`src/rtl/wb_ddr_arbiter_pkg.sv`:
```
// -----------------------------------------------------------------------------
// wb_ddr_arbiter_pkg
// Shared definitions for the DDR-port Wishbone arbiter: FSM state encodings
// and Wishbone cycle-type-identifier (CTI) constants.
// -----------------------------------------------------------------------------
package wb_ddr_arbiter_pkg;

   typedef enum logic [1:0] {
      ST_IDLE = 2'd0,   // no slave cycle, arbitration on the next edge
      ST_BUSY = 2'd1,   // slave port owned by owner_q
      ST_TERR = 2'd2    // one-cycle watchdog termination
   } arb_state_t;

   localparam logic [2:0] CTI_CLASSIC = 3'b000;
   localparam logic [2:0] CTI_INCR    = 3'b010;
   localparam logic [2:0] CTI_EOB     = 3'b111;

endpackage

```
`src/rtl/wb_arb_wdog.sv`:
```
// -----------------------------------------------------------------------------
// wb_arb_wdog
// Stall watchdog counter for the DDR arbiter. Counts cycles in which the slave
// strobe is up without any response and flags the last allowed cycle.
// Ports:
//   clk_i, rst_i  clock, asynchronous active-high reset
//   run           strobe is up on the slave and no response this cycle
//   clear         restart the count (response, strobe low, owner change, idle)
//   expire        combinational: this is cycle TIMEOUT of a stalled strobe
// TIMEOUT = 0 disables the watchdog: the counter stays 0, expire never rises.
// -----------------------------------------------------------------------------
module wb_arb_wdog #(
   parameter int TIMEOUT = 1024,
   parameter int TMO_W   = 11
) (
   input  logic clk_i,
   input  logic rst_i,
   input  logic run,
   input  logic clear,
   output logic expire
);

   localparam bit              EN     = (TIMEOUT != 0);
   localparam int              LAST_I = (TIMEOUT > 0) ? TIMEOUT - 1 : 0;
   localparam logic [TMO_W-1:0] LAST  = TMO_W'(LAST_I);

   logic [TMO_W-1:0] cnt_q;

   always_ff @(posedge clk_i or posedge rst_i) begin
      if (rst_i) begin
         cnt_q <= '0;
      end else if (!EN || clear) begin
         cnt_q <= '0;
      end else if (run) begin
         cnt_q <= cnt_q + TMO_W'(1);
      end
   end

   // Expiry only when still stalled, so a response on the final cycle wins.
   assign expire = EN && run && (cnt_q == LAST);

endmodule

```
`src/rtl/wb_ddr_arbiter.sv`:
```
// -----------------------------------------------------------------------------
// wb_ddr_arbiter
// Two-master Wishbone arbiter sharing the single DDR controller port between
// the LM32 instruction bus (m0) and data bus (m1). Round-robin on ties, the
// owner keeps the port for its whole cyc_i, and a watchdog ends hung accesses
// with err.
// Ports:
//   clk_i, rst_i          clock, asynchronous active-high reset
//   mN_*_i                master N request (adr/dat/sel/we/cti/cyc/stb)
//   mN_dat_o              slave read data, fanned out to both masters
//   mN_ack/err/rty_o      slave responses, routed to the owner only
//   s_*_o                 slave request muxed from the owner
//   s_dat_i, s_ack/err/rty_i  slave responses
//   owner_o               current / last owner index
//   timeout_o             one-cycle pulse when the watchdog fires
// -----------------------------------------------------------------------------
import wb_ddr_arbiter_pkg::*;

module wb_ddr_arbiter #(
   parameter int TIMEOUT = 1024,
   parameter int TMO_W   = 11
) (
   input  logic        clk_i,
   input  logic        rst_i,
   // master 0: instruction bus
   input  logic [31:0] m0_adr_i,
   input  logic [31:0] m0_dat_i,
   output logic [31:0] m0_dat_o,
   input  logic [3:0]  m0_sel_i,
   input  logic        m0_we_i,
   input  logic [2:0]  m0_cti_i,
   input  logic        m0_cyc_i,
   input  logic        m0_stb_i,
   output logic        m0_ack_o,
   output logic        m0_err_o,
   output logic        m0_rty_o,
   // master 1: data bus
   input  logic [31:0] m1_adr_i,
   input  logic [31:0] m1_dat_i,
   output logic [31:0] m1_dat_o,
   input  logic [3:0]  m1_sel_i,
   input  logic        m1_we_i,
   input  logic [2:0]  m1_cti_i,
   input  logic        m1_cyc_i,
   input  logic        m1_stb_i,
   output logic        m1_ack_o,
   output logic        m1_err_o,
   output logic        m1_rty_o,
   // DDR slave port
   output logic [31:0] s_adr_o,
   output logic [31:0] s_dat_o,
   output logic [3:0]  s_sel_o,
   output logic        s_we_o,
   output logic [2:0]  s_cti_o,
   output logic        s_cyc_o,
   output logic        s_stb_o,
   input  logic [31:0] s_dat_i,
   input  logic        s_ack_i,
   input  logic        s_err_i,
   input  logic        s_rty_i,
   // status
   output logic        owner_o,
   output logic        timeout_o
);

   arb_state_t state_q, state_d;
   logic       owner_q, owner_d;

   logic busy, terr;
   logic own_cyc, oth_cyc;
   logic s_resp;
   logic wd_run, wd_clear, wd_expire;

   assign busy    = (state_q == ST_BUSY);
   assign terr    = (state_q == ST_TERR);
   assign own_cyc = owner_q ? m1_cyc_i : m0_cyc_i;
   assign oth_cyc = owner_q ? m0_cyc_i : m1_cyc_i;
   assign s_resp  = s_ack_i | s_err_i | s_rty_i;

   // Any cycle that is not a stalled strobe restarts the count; an owner
   // change needs the owner's cyc low, which already drops s_cyc_o.
   assign wd_run   = busy && s_cyc_o && s_stb_o && !s_resp;
   assign wd_clear = !wd_run;

   wb_arb_wdog #(
      .TIMEOUT (TIMEOUT),
      .TMO_W   (TMO_W)
   ) u_wdog (
      .clk_i  (clk_i),
      .rst_i  (rst_i),
      .run    (wd_run),
      .clear  (wd_clear),
      .expire (wd_expire)
   );

   always_ff @(posedge clk_i or posedge rst_i) begin
      if (rst_i) begin
         state_q <= ST_IDLE;
         owner_q <= 1'b1;     // m0 wins the first tie
      end else begin
         state_q <= state_d;
         owner_q <= owner_d;
      end
   end

   always_comb begin
      state_d = state_q;
      owner_d = owner_q;
      case (state_q)
         ST_IDLE: begin
            if (m0_cyc_i && m1_cyc_i) begin
               owner_d = !owner_q;
               state_d = ST_BUSY;
            end else if (m0_cyc_i) begin
               owner_d = 1'b0;
               state_d = ST_BUSY;
            end else if (m1_cyc_i) begin
               owner_d = 1'b1;
               state_d = ST_BUSY;
            end
         end
         ST_BUSY: begin
            if (wd_expire) begin
               state_d = ST_TERR;
            end else if (!own_cyc) begin
               // Direct handover avoids an idle bubble when the other waits.
               if (oth_cyc) begin
                  owner_d = !owner_q;
               end else begin
                  state_d = ST_IDLE;
               end
            end
         end
         ST_TERR: begin
            state_d = ST_IDLE;
         end
         default: begin
            state_d = ST_IDLE;
         end
      endcase
   end

   // Slave-side request mux; everything is held at 0 outside BUSY.
   always_comb begin
      s_adr_o = '0;
      s_dat_o = '0;
      s_sel_o = '0;
      s_we_o  = 1'b0;
      s_cti_o = '0;
      s_cyc_o = 1'b0;
      s_stb_o = 1'b0;
      if (busy) begin
         if (owner_q) begin
            s_adr_o = m1_adr_i;
            s_dat_o = m1_dat_i;
            s_sel_o = m1_sel_i;
            s_we_o  = m1_we_i;
            s_cti_o = m1_cti_i;
            s_cyc_o = m1_cyc_i;
            s_stb_o = m1_stb_i;
         end else begin
            s_adr_o = m0_adr_i;
            s_dat_o = m0_dat_i;
            s_sel_o = m0_sel_i;
            s_we_o  = m0_we_i;
            s_cti_o = m0_cti_i;
            s_cyc_o = m0_cyc_i;
            s_stb_o = m0_stb_i;
         end
      end
   end

   // Responses only reach the owner and only while BUSY; the watchdog err
   // is generated during the TERR cycle.
   assign m0_ack_o = busy && !owner_q && s_ack_i;
   assign m0_rty_o = busy && !owner_q && s_rty_i;
   assign m0_err_o = !owner_q && ((busy && s_err_i) || terr);
   assign m1_ack_o = busy && owner_q && s_ack_i;
   assign m1_rty_o = busy && owner_q && s_rty_i;
   assign m1_err_o = owner_q && ((busy && s_err_i) || terr);

   assign m0_dat_o  = s_dat_i;
   assign m1_dat_o  = s_dat_i;
   assign owner_o   = owner_q;
   assign timeout_o = terr;

endmodule

```
`config.mk`:
```
export PLATFORM = sky130hd
export DESIGN_NAME = wb_ddr_arbiter
export DESIGN_NICKNAME = d
export VERILOG_FILES = /design/src/rtl/wb_ddr_arbiter_pkg.sv /design/src/rtl/wb_arb_wdog.sv /design/src/rtl/wb_ddr_arbiter.sv
export SDC_FILE = /design/constraint.sdc
export NUM_CORES = 1
export LEC_CHECK = 0
export BUFFER_PORTS_ARGS = -buffer_cell sky130_fd_sc_hd__clkbuf_2
export CORE_AREA = 10 10 120 122
export DETAILED_ROUTE_END_ITERATION = 10
export DIE_AREA = 0 0 130 132
export PLACE_DENSITY = 0.67
export SYNTH_ARGS = -nofsm -noshare
export SYNTH_HDL_FRONTEND = slang
export SYNTH_HIERARCHICAL = 1
export SYNTH_SLANG_ARGS = --single-unit
```
`constraint.sdc`:
```
create_clock -name clk_i -period 2.7 [get_ports clk_i]
set_input_delay 0.54 -clock clk_i [delete_from_list [all_inputs] [get_ports clk_i]]
set_output_delay 0.54 -clock clk_i [all_outputs]
set_load 0.02 [all_outputs]
```
Word level (Yosys, flattened, before mapping)

Cells that the tools add are included.

Logic and storage cells: 66
Bits of input ports: 185
Register bits after elaboration: 14
Output and inout bits: 146

Add/sub/neg operators: 1
Reductions and logical operators: 21
Eq/ne operators: 9
Bitwise operators: 2
Muxes and demuxes: 30

Operators by type and width:

| cell                                                  | number |
|---|---|
| 2-to-1 mux 32 bit                                     | 4 |
| logical AND 1 bit                                     | 14 |
| 2-to-1 mux 1 bit                                      | 13 |
| 2-to-1 mux 2 bit                                      | 6 |
| adder 11 x 1 -> 11 bit, second input constant         | 1 |
| equality test 11 x 10 -> 1 bit, second input constant | 1 |
| 2-to-1 mux 11 bit                                     | 1 |
| 2-to-1 mux 4 bit                                      | 2 |
| 2-to-1 mux 3 bit                                      | 2 |
| inequality test 3 x 2 -> 1 bit, second input constant | 2 |
| AND reduction 5 bit                                   | 1 |
| inequality test 2 bit, second input constant          | 2 |
| inequality test 4 bit, second input constant          | 1 |
| case mux 2 bit (2 select lines)                       | 1 |
| AND reduction 3 bit                                   | 1 |
| equality test 2 x 1 -> 1 bit, second input constant   | 1 |
| equality test 2 bit, second input constant            | 1 |
| logical NOT 1 bit                                     | 2 |
| logical NOT 2 bit                                     | 1 |
| inequality test 2 x 1 -> 1 bit, second input constant | 1 |
| OR 1 bit                                              | 2 |
| case mux 1 bit (2 select lines)                       | 1 |
| nonzero test 2 bit                                    | 1 |
| logical OR 1 bit                                      | 1 |

Longest topological paths before layout

Gate-level depths: netlist (run 1).

Word-level depth: 8
Depth in mapped cells: 11
Mapped depth without buffers: 9

Cells and area by module

Netlist (run 1), hierarchy kept.

Modules (own cells, without submodules):

| module         | area an instance (µm²) | times used | cells an instance | sequential area each (µm²) |
|---|---|---|---|---|
| wb_ddr_arbiter | 1624.1                 | 1          | 184               | 76.3 |
| wb_arb_wdog    | 568.0                  | 1          | 57                | 275.3 |

Least setup slack after synthesis (run 1)

Ideal clock, no wire load.

Path kind: register to register
Start point: register owner_q (netlist: owner_o)
End point: register owner_q (netlist: owner_o)
Period minus slack after synthesis: 2.638 ns
Path buffers: 2
Arrival time: 2.562 ns
Cell stages (with the launch flop): 12
Path slack: 0.062 ns
Setup time: 0.077 ns
Data required time: 2.623 ns
Path through: dfstp_2 > buf_4 > mux2i_1 > nor2_1 > and3_1 > buf_4 > nand2_1 > nor4b_1 > nor3b_1 > o22ai_1 > a32o_1 > a21o_1

Elaborated cells on any way between the ends: 19
Classes of those cells: eq/ne (3); mux (10); reduce/logical (6)

RTL lines:

| item                                   | RTL line              | text |
|---|---|---|
| start: declaration                     | wb_ddr_arbiter.sv:67  | `logic owner_q, owner_d;` |
| start signal: assignment               | wb_ddr_arbiter.sv:102 | `owner_q <= owner_d;` |
| 2-to-1 mux 1 bit                       | wb_ddr_arbiter.sv:153 | `if (owner_q) begin` |
| 2-to-1 mux 1 bit                       | wb_ddr_arbiter.sv:152 | `if (busy) begin` |
| named net s_stb_o                      | wb_ddr_arbiter.sv:56  | `output logic s_stb_o,` |
| logical AND 1 bit (2 in a row)         | wb_ddr_arbiter.sv:82  | `assign wd_run = busy && s_cyc_o && s_stb_o && !s_resp;` |
| named net wd_run                       | wb_ddr_arbiter.sv:72  | `logic wd_run, wd_clear, wd_expire;` |
| logical AND 1 bit                      | wb_arb_wdog.sv:40     | `assign expire = EN && run && (cnt_q == LAST);` |
| named net wd_expire                    | wb_ddr_arbiter.sv:72  |  |
| inequality test 2 bit (no source line) | --                    |  |
| AND reduction 5 bit (no source line)   | --                    |  |

The timed path passes the listed nets, and every way through them passes these cells. The select of a mux whose other input is x is not followed.
A chain may end at the register's enable or synchronous reset.

Worst setup path after layout (run 1)

Start point: register owner_q (netlist: owner_o)
End point: output s_adr_o[31]

Word-level cells in the longest chain between the ends: 2

RTL lines:

| item              | RTL line              | text |
|---|---|---|
| 2-to-1 mux 32 bit | wb_ddr_arbiter.sv:153 |  |
| 2-to-1 mux 32 bit | wb_ddr_arbiter.sv:152 |  |
| end: declaration  | wb_ddr_arbiter.sv:50  | `output logic [31:0] s_adr_o,` |

No other way between the ends.

==> qor.txt, run 1 <==
First DRT Iteration DRCs: 90
Htree depth: 1
Post-synth EDFFs: 0
Endpoints failing hold: 0
Top_reg_cell synth: dfrtp_1
Effective utilization at floorplan: 18.4%
Seq pwr share: 16.6%
Post-CTS Setup Repair Bufs: 0
Area Growth Syn to Fin: 35.4%
Worst hold slack: 0.140 ns
Met3 wire length: 2.05 mm
CTS Buf Count: 3
Clock Sinks: 14
Gr usage total: 11.8%
RSZ-0062 raised after global routing: no
WP data arrival: 1.96 ns
CTS tree: done
Initial antenna violation count: 0
Post-Route Setup TNS: 0 ns
Worst VDD drop: 329 uV
Largest net degree at the start of global routing: 75
WL/cell: 20.5 um
Netlist cell types: 41
Most common cell after layout, fill and taps aside: clkbuf_2
Layout cells sized above 1: 62.4%
Number of synthesized register bits: 14
CP Launch Point: owner_o
Antenna Cells: 0
Root Driver: clkbuf_16
Final Setup Violations: 0
GPL Wtd Cong: 0.770
Synth async-reset ratio: 100%
Worst-Skew Late Latency: 0.25 ns
Sw power: 0.585 mW
Internal: 0.761 mW
RR Startpoint: owner_o
Final net count: 589
DRT Wirelength: 11.2 mm
Post-route DRC: 0
First-pass iteration count of the detailed router: 4
Buffers on Ports: 234
RR Endpoint: owner_o
Post-DP HPWL: 9.91 mm
Clock network fraction of total power: 23.7%
Die Wd: 130 um
# IOs: 331
Max clock buf depth: 2
Hold Path Class: in -> async
Die Footprint: 17,200 um2
Worst Skew: 0.00504 ns
Worst slack at placement: 0.233 ns
CP Launch Type: register
Largest fanout on the critical path: 26
First-pass GRT wire length: 15.8 mm
Slew HR: 71.1%
Power per cell area: 453 nW/um2
Gr ovfl total: 0
Cts hold-fix bufs: 0
Core box area: 11,900 um2
Outcome: finished clean
Die height: 132 um
Sequential share of the synthesized area: 16.0%
CTS resizes: 0
Worst endpoint required time: 2.16 ns
Top Metal Used: met4
Final min period: 2.50 ns
Syn Nets: 427
Final worst slack: 0.196 ns
Crit end category: primary output
Most frequent cells in the layout: clkbuf_2 (234), a22o_1 (72), dfrtp_1 (13), nor2_1 (9), a21oi_1 (7)
WS Path Type: reg -> out
Switching share of power: 43.5%
Synth Instances: 241
Worst-Margin Slew: 0.434 ns
Vias in the first global route: 2,502
Row cnt: 40
Antenna Nets Post-Route: 0
R2r setup slk: 0.27 ns
Met2 WL: 4.88 mm
Final Max Slew Viols: 0
Ys Warns: 6
Vias per cell: 4.46
Vias: 2,451
Comb pwr share: 59.6%
Synthesized area per cell: 9.10 um2
Fin crit share: 92.7%
Lkg Pwr: 1.70 nW
Met1 Routed Length: 4.12 mm
R2R depth: 9
Mapped Area: 2190 um2
Max-cap viol count: 0
Clk slew on worst S/H paths: 0.05 ns
Fmax: 0.399 GHz
==> Yosys cell counts (all sizes together), types with 2 or more instances <==
cell   number  area (um2)
nand4       2        12.5
inv         4        15.0
xor2        3        26.3
and2        4        27.5
mux2i       3        30.0
dfrtp      13         325
a21oi       7        35.0
nor2       10        40.0
a22o       72         631
nand3       3        15.0
or4         4        30.0
nor2b       4        32.5
buf        82         739
o21ai       2        10.0
o31ai       4        30.0
nand2       4        15.0
and3        3        21.3
==> worst max path at each step <==
stage	cells past startpoint	end	slack (ns)
final	4	s_adr_o[31]	0.20
after global routing	9	owner_o	0.01
after CTS	4	s_dat_o[31]	0.17
after detailed placement	9	owner_o	0.23
after global placement	9	owner_o	0.33
after floorplan	11	owner_o	0.06
==> power by group through the flow <==
stage | sequential (mW) | combinational [mW] | clock [mW]
global placement | 0.227 | 0.811 | 0
CTS | 0.224 | 0.815 | 0.322
floorplan | 0.223 | 0.680 | 0
finish | 0.224 | 0.802 | 0.319
detailed placement | 0.227 | 0.812 | 0
global route | 0.225 | 0.861 | 0.334
==> cells by family (layout without fill, tap and decap cells) <==
| family | Yosys count | in the layout | synth area share (%) |
|---|---|---|---|
| AO/OA/AOI/OAI | 90 | 90 | 34.3 |
| XOR/XNOR | 4 | 4 | 1.60 |
| adder cells (fa/ha/maj) | 1 | 1 | 0.571 |
| buffers and inverters | 87 | 248 | 34.6 |
| flip-flops | 14 | 14 | 16.0 |
| multiplexers | 4 | 4 | 1.88 |
| AND/OR/NAND/NOR | 41 | 41 | 11.0 |
==> worst max-delay path, stage by stage (launching register included) <==
cell and delay, ns:
dfstp_2 0.67, and2_4 0.40, buf_4 0.28, a22o_1 0.15, clkbuf_2 0.18
==> flip-flops by register name, summed over array words and instances, names as in the netlist <==
register	cells
u_wdog/cnt_q	11
state_q	2
owner_o	1
==> through the flow <==
step | util (%) | area (um2) | power (mW) | cells
2_1_floorplan | - | 2190 | 0.903 | 241
3_3_place_gp | 24.2 | 2880 | 1.04 | 545
3_5_place_dp | 24.2 | 2880 | 1.04 | 545
4_1_cts | 24.9 | 2970 | 1.36 | 549
5_1_grt | 24.9 | 2970 | 1.42 | 549
6_report | 24.9 | 2970 | 1.35 | 549
==> per-layer routing <==
metal | global-route usage (%) | vias up
li1 | - | 1160
met1 | 12.3 | 1090
met2 | 18.0 | 188
met3 | 9.01 | 13
met4 | 3.19 | 0
met5 | 0 | -
==> area by class of cell <==
class	instances	area, um2
clock buffer	4	88.8
fill	1313	8940
inverter	4	15.0
multi-input combinational	140	1090
sequential	14	352
tap	147	184
timing repair buffer	240	1240
(Power assumes the default switching activity.)
==> run 2: changes to the inputs <==
- CORE_AREA: 10 10 120 122 -> 2 2 129 131
- DIE_AREA: 0 0 130 132 -> 0 0 131 133
- PLACE_DENSITY: 0.67 -> 0.56
==> run 2 against run 1 <==
  * Global-route usage is 2.4 points lower
  * Combinational power is essentially flat
  * Fmax is 0.18% higher
  * Largest power group unchanged
  * Critical endpoint is now s_dat_o[17]
  * Utilization down 6.0 points
  * Non-clock buffer count unchanged
  * First-iteration DRC count shrank 26%
  * Wire length shrank 15%
  * Sequential cell count is the same
  * Highest routed layer unchanged
  * Power down 0.17%
==> qor.txt, run 2 (same netlist as run 1, synthesis figures left out) <==
Crit end category: primary output
Worst-Skew Late Latency: 0.25 ns (about the same)
Root Driver: clkbuf_16
Worst endpoint required time: 2.16 ns (about the same)
R2r setup slk: 0.38 ns (+0.11 ns)
Final Setup Violations: 0 (unchanged)
Largest net degree at the start of global routing: 55 (-27%)
Row cnt: 47 (+18%)
Antenna Nets Post-Route: 0 (unchanged)
Clock Sinks: 14 (unchanged)
Largest fanout on the critical path: 38 (+46%)
Buf/Inv on CP: 2 (unchanged)
Htree depth: 1 (unchanged)
Hold Path Class: in -> async
Area Growth Syn to Fin: 39.8%
Slowest-stage cell, CP: dfstp_2
Max clock buf depth: 2 (unchanged)
WP data arrival: 1.96 ns (about the same)
WL/cell: 15.4 um (-25%)
Post-Route Setup TNS: 0 ns (unchanged)
Cell count along the critical path: 4 (unchanged)
Fin crit share: 92.6% (-0.16 points)
Antenna Cells: 0 (unchanged)
Cts hold-fix bufs: 0 (unchanged)
Outcome: finished clean
Die height: 133 um (+0.76%)
Post-DP HPWL: 8.11 mm (-18%)
# IOs: 331 (unchanged)
Vias in the first global route: 2,227 (-11%)
Post-route DRC: 0 (unchanged)
CP Launch Type: register
Lkg Pwr: 1.70 nW (about the same)
Buffers on Ports: 234 (unchanged)
Most common cell after layout, fill and taps aside: clkbuf_2
Slowest Stage Delay on Critical Path: 0.67 ns (about the same)
Gr ovfl total: 0 (unchanged)
CP top delay family: flip-flops
Max FFs per register: 11 (unchanged)
Final net count: 589 (unchanged)
Worst Skew: 0.00359 ns (-0.00145 ns)
First-pass iteration count of the detailed router: 4 (unchanged)
Fmax: 0.400 GHz (+0.18%)
Vias per cell: 4.01 (-10%)
Gr usage total: 9.36% (-2.4 points)
Worst hold slack: 0.155 ns (+0.0144 ns)
R2R depth: 9 (unchanged)
Clk slew on worst S/H paths: 0.05 ns (about the same)
# fillers: 1,829 (+39%)
Die Wd: 131 um (+0.77%)
Most flops, register: u_wdog/cnt_q
Core box area: 16,200 um2 (+36%)
Power per cell area: 438 nW/um2 (-3.3%)
Worst VDD drop: 287 uV (-13%)
Worst slack at placement: 0.284 ns (+0.0502 ns)
CP cell instances: and2_4, buf_12, a22o_1, clkbuf_2
RSZ-0062 raised after global routing: no
DRT Wirelength: 9.58 mm (-15%)
Endpoints failing hold: 0 (unchanged)
Effective utilization at floorplan: 13.6% (-4.8 points)
CTS Buf Count: 3 (unchanged)
Most frequent cells in the layout: clkbuf_2 (234), a22o_1 (72), dfrtp_1 (13), nor2_1 (9), a21oi_1 (7)
Vias: 2,492 (+1.7%)
WS Path Type: reg -> out
Worst-Margin Slew: 0.449 ns (+0.0151 ns)
Slew HR: 70.1% (-1.0 points)
Max-cap viol count: 0 (unchanged)
CTS tree: done
Layout cells sized above 1: 62.7% (+0.25 points)
Final worst slack: 0.200 ns (+0.00443 ns)
Final Max Slew Viols: 0 (unchanged)
First DRT Iteration DRCs: 67 (-26%)
Final min period: 2.50 ns (-0.00443 ns)
Initial antenna violation count: 0 (unchanged)
Die Footprint: 17,400 um2 (+1.5%)
GPL Wtd Cong: 0.749 (-2.8%)
First-pass GRT wire length: 12.4 mm (-21%)
==> run 2: timing repair <==
item,CTS,global route
setup endpoints to repair,0,1
gates resized for setup,0,1
setup buffers,0,0
==> run 2: final cells by class <==
| class | instances | area [um2] | area share (%) |
|---|---|---|---|
| sequential | 14 | 352 | 11.5 |
| tap | 220 | 275 | 8.98 |
| inverter | 4 | 15.0 | 0.490 |
| multi-input combinational | 140 | 1090 | 35.6 |
| clock buffer | 4 | 88.8 | 2.90 |
| timing repair buffer | 240 | 1240 | 40.5 |
==> run 2: where the power goes <==
group | leakage [nW] | internal [mW] | total [mW] | switching (mW)
clock network | 0.0442 | 0.225 | 0.316 | 0.0914
registers | 0.189 | 0.215 | 0.224 | 0.00904
logic | 1.47 | 0.321 | 0.803 | 0.482
==> run 2: stage by stage <==
| stage | power (mW) | utilization (%) | std cells | area (um2) |
|---|---|---|---|---|
| after global placement | 1.03 | 18.4 | 618 | 2970 |
| after floorplan | 0.903 | - | 241 | 2190 |
| after CTS | 1.35 | 18.9 | 622 | 3060 |
| after detailed placement | 1.03 | 18.4 | 618 | 2970 |
| final | 1.34 | 18.9 | 622 | 3060 |
| after global routing | 1.41 | 18.9 | 622 | 3060 |
==> run 2: final timing paths <==
kind | from | to
max | owner_o | s_dat_o[17]
max in group asynchronous | rst_i | u_wdog/cnt_q[8]
min in group clk_i | m1_cyc_i | state_q[0]
max reg2reg | owner_o | owner_o
min reg2reg | u_wdog/cnt_q[9] | u_wdog/cnt_q[9]
min | rst_i | state_q[0]
==> run 2: metal layers <==
layer	share of wire, %	up-vias	global-route usage (%)
met5	0	-	1.47
met4	0.91	0	1.89
met3	13	7	4.45
met2	44	195	15.1
met1	42	1127	11.2
li1	-	1163	-
==> run 3: changes to the inputs <==
- REMOVE_ABC_BUFFERS: default -> 1
- SETUP_SLACK_MARGIN: default -> 0.05
==> run 3 against run 2 <==
  * Hold slack gained 0.013 ns
  * Final area up 1.1%
  * Die area did not move
  * Final cell count grew 0.80%
  * Fmax is 0.21% lower
  * Clock skew grew 0.00071 ns
  * Sequential power barely moved
  * Power rose by 1.4%
  * Combinational power up 6.6%
  * Utilization rose by 0.22 points
  * Non-clock buffer count increased by 5
  * Critical path depth rose by 1
==> qor.txt, run 3 (same netlist as run 1, synthesis figures left out) <==
Outcome: finished clean
Cts hold-fix bufs: 0 (unchanged)
Core box area: 16,200 um2 (unchanged)
Post-route DRC: 0 (unchanged)
Max FFs per register: 11 (unchanged)
Antenna Cells: 0 (unchanged)
Vias per cell: 4.13 (+3.1%)
WS Path Type: reg -> out
Most flops, register: u_wdog/cnt_q
GPL Wtd Cong: 0.751 (+0.33%)
First-pass iteration count of the detailed router: 6 (+2)
Initial antenna violation count: 0 (unchanged)
Clock Sinks: 14 (unchanged)
Final worst slack: 0.195 ns (-0.00529 ns)
Fin crit share: 92.8% (+0.20 points)
Area Growth Syn to Fin: 41.4%
Antenna Nets Post-Route: 0 (unchanged)
Most frequent cells in the layout: clkbuf_2 (234), a22o_1 (72), dfrtp_1 (13), nor2_1 (9), buf_4 (8)
Vias: 2,591 (+4.0%)
Die height: 133 um (unchanged)
Worst-Margin Slew: 0.483 ns (+0.0341 ns)
Max-cap viol count: 0 (unchanged)
First-pass GRT wire length: 16.4 mm (+32%)
Lkg Pwr: 1.73 nW (+1.4%)
Root Driver: clkbuf_16
Htree depth: 1 (unchanged)
Worst Skew: 0.00430 ns (+0.000710 ns)
RSZ-0062 raised after global routing: no
CP Launch Type: register
Final Setup Violations: 0 (unchanged)
Final min period: 2.50 ns (+0.00529 ns)
Power per cell area: 440 nW/um2 (+0.27%)
Gr usage total: 13.6% (+4.2 points)
WP data arrival: 1.96 ns (about the same)
Buffers on Ports: 234 (unchanged)
CTS resizes: 0 (unchanged)
CTS Buf Count: 3 (unchanged)
Pwr Total: 1.36 mW (+1.4%)
First DRT Iteration DRCs: 114 (+70%)
Fmax: 0.399 GHz (-0.21%)
Largest net degree at the start of global routing: 58 (+5.5%)
Worst hold slack: 0.168 ns (+0.0132 ns)
Most common cell after layout, fill and taps aside: clkbuf_2
R2R depth: 6 (-3)
Worst endpoint required time: 2.16 ns (about the same)
Die Wd: 131 um (unchanged)
Row cnt: 47 (unchanged)
# IOs: 331 (unchanged)
Post-CTS Setup Repair Bufs: 0 (unchanged)
Hold Path Class: in -> async
Worst slack at placement: 0.337 ns (+0.0532 ns)
WL/cell: 21.2 um (+38%)
DRT Wirelength: 13.3 mm (+39%)
Final Util: 19.2% (+0.22 points)
Endpoints failing hold: 0 (unchanged)
Worst VDD drop: 179 uV (-38%)
Largest fanout on the critical path: 13 (-66%)
Vias in the first global route: 2,259 (+1.4%)
Die Footprint: 17,400 um2 (unchanged)
CTS tree: done
Post-Route Setup TNS: 0 ns (unchanged)
Effective utilization at floorplan: 13.6% (unchanged)
Final net count: 594 (+0.85%)
Crit end category: primary output
Max clock buf depth: 2 (unchanged)
Layout cells sized above 1: 62.7% (about the same)
Clk slew on worst S/H paths: 0.04 ns (about the same)
Gr ovfl total: 0 (unchanged)
Post-DP HPWL: 11.6 mm (+43%)
Final Max Slew Viols: 0 (unchanged)
Worst-Skew Late Latency: 0.24 ns (about the same)
Slew HR: 67.7% (-2.3 points)
-- run 3: cell count changes in the layout (fill, tap and decap cells not counted), sizes merged --
cell / previous run / this run
buf: 6 / 11
-- run 3: power by group --
group	internal (mW)	leakage [nW]	switching (mW)	total, mW
logic	0.337	1.50	0.518	0.856
clock network	0.199	0.0382	0.0841	0.283
registers	0.215	0.189	0.00844	0.223
-- run 3: metrics by stage --
step,instance area (um2),std cells
2_1_floorplan,1450,158
3_3_place_gp,3020,623
3_5_place_dp,3020,623
4_1_cts,3100,627
5_1_grt,3100,627
6_report,3100,627
-- run 3: critical path: stages, from the launching register on --
cell and delay [ns]:
dfrtp_1 0.42, nand2b_1 0.23, nor2_4 0.41, buf_4 0.27, a22o_1 0.19, clkbuf_2 0.18
-- run 3: worst paths after layout --
path / startpoint / to / slack (ns)
max: state_q[1] / s_adr_o[29] / 0.20
min: rst_i / state_q[0] / 0.17
max reg2reg: owner_o / u_wdog/cnt_q[7] / 0.34
min reg2reg: u_wdog/cnt_q[9] / u_wdog/cnt_q[9] / 0.55
max in group asynchronous: rst_i / u_wdog/cnt_q[7] / 2.11
min in group clk_i: u_wdog/cnt_q[9] / u_wdog/cnt_q[9] / 0.55
-- run 3: area by class of cell --
type / count / area (um2)
clock buffer: 4 / 78.8
fill: 1820 / 13100
inverter: 4 / 15.0
multi-input combinational: 140 / 1090
sequential: 14 / 352
tap: 220 / 275
timing repair buffer: 245 / 1290
-- run 3: routing by layer --
| metal | vias up | routed length (um) | GRT usage [%] |
|---|---|---|---|
| li1 | 1171 | - | - |
| met1 | 1171 | 5480 | 16.4 |
| met2 | 238 | 4880 | 17.0 |
| met3 | 9 | 2790 | 13.8 |
| met4 | 2 | 72 | 1.77 |
| met5 | - | 82 | 3.24 |
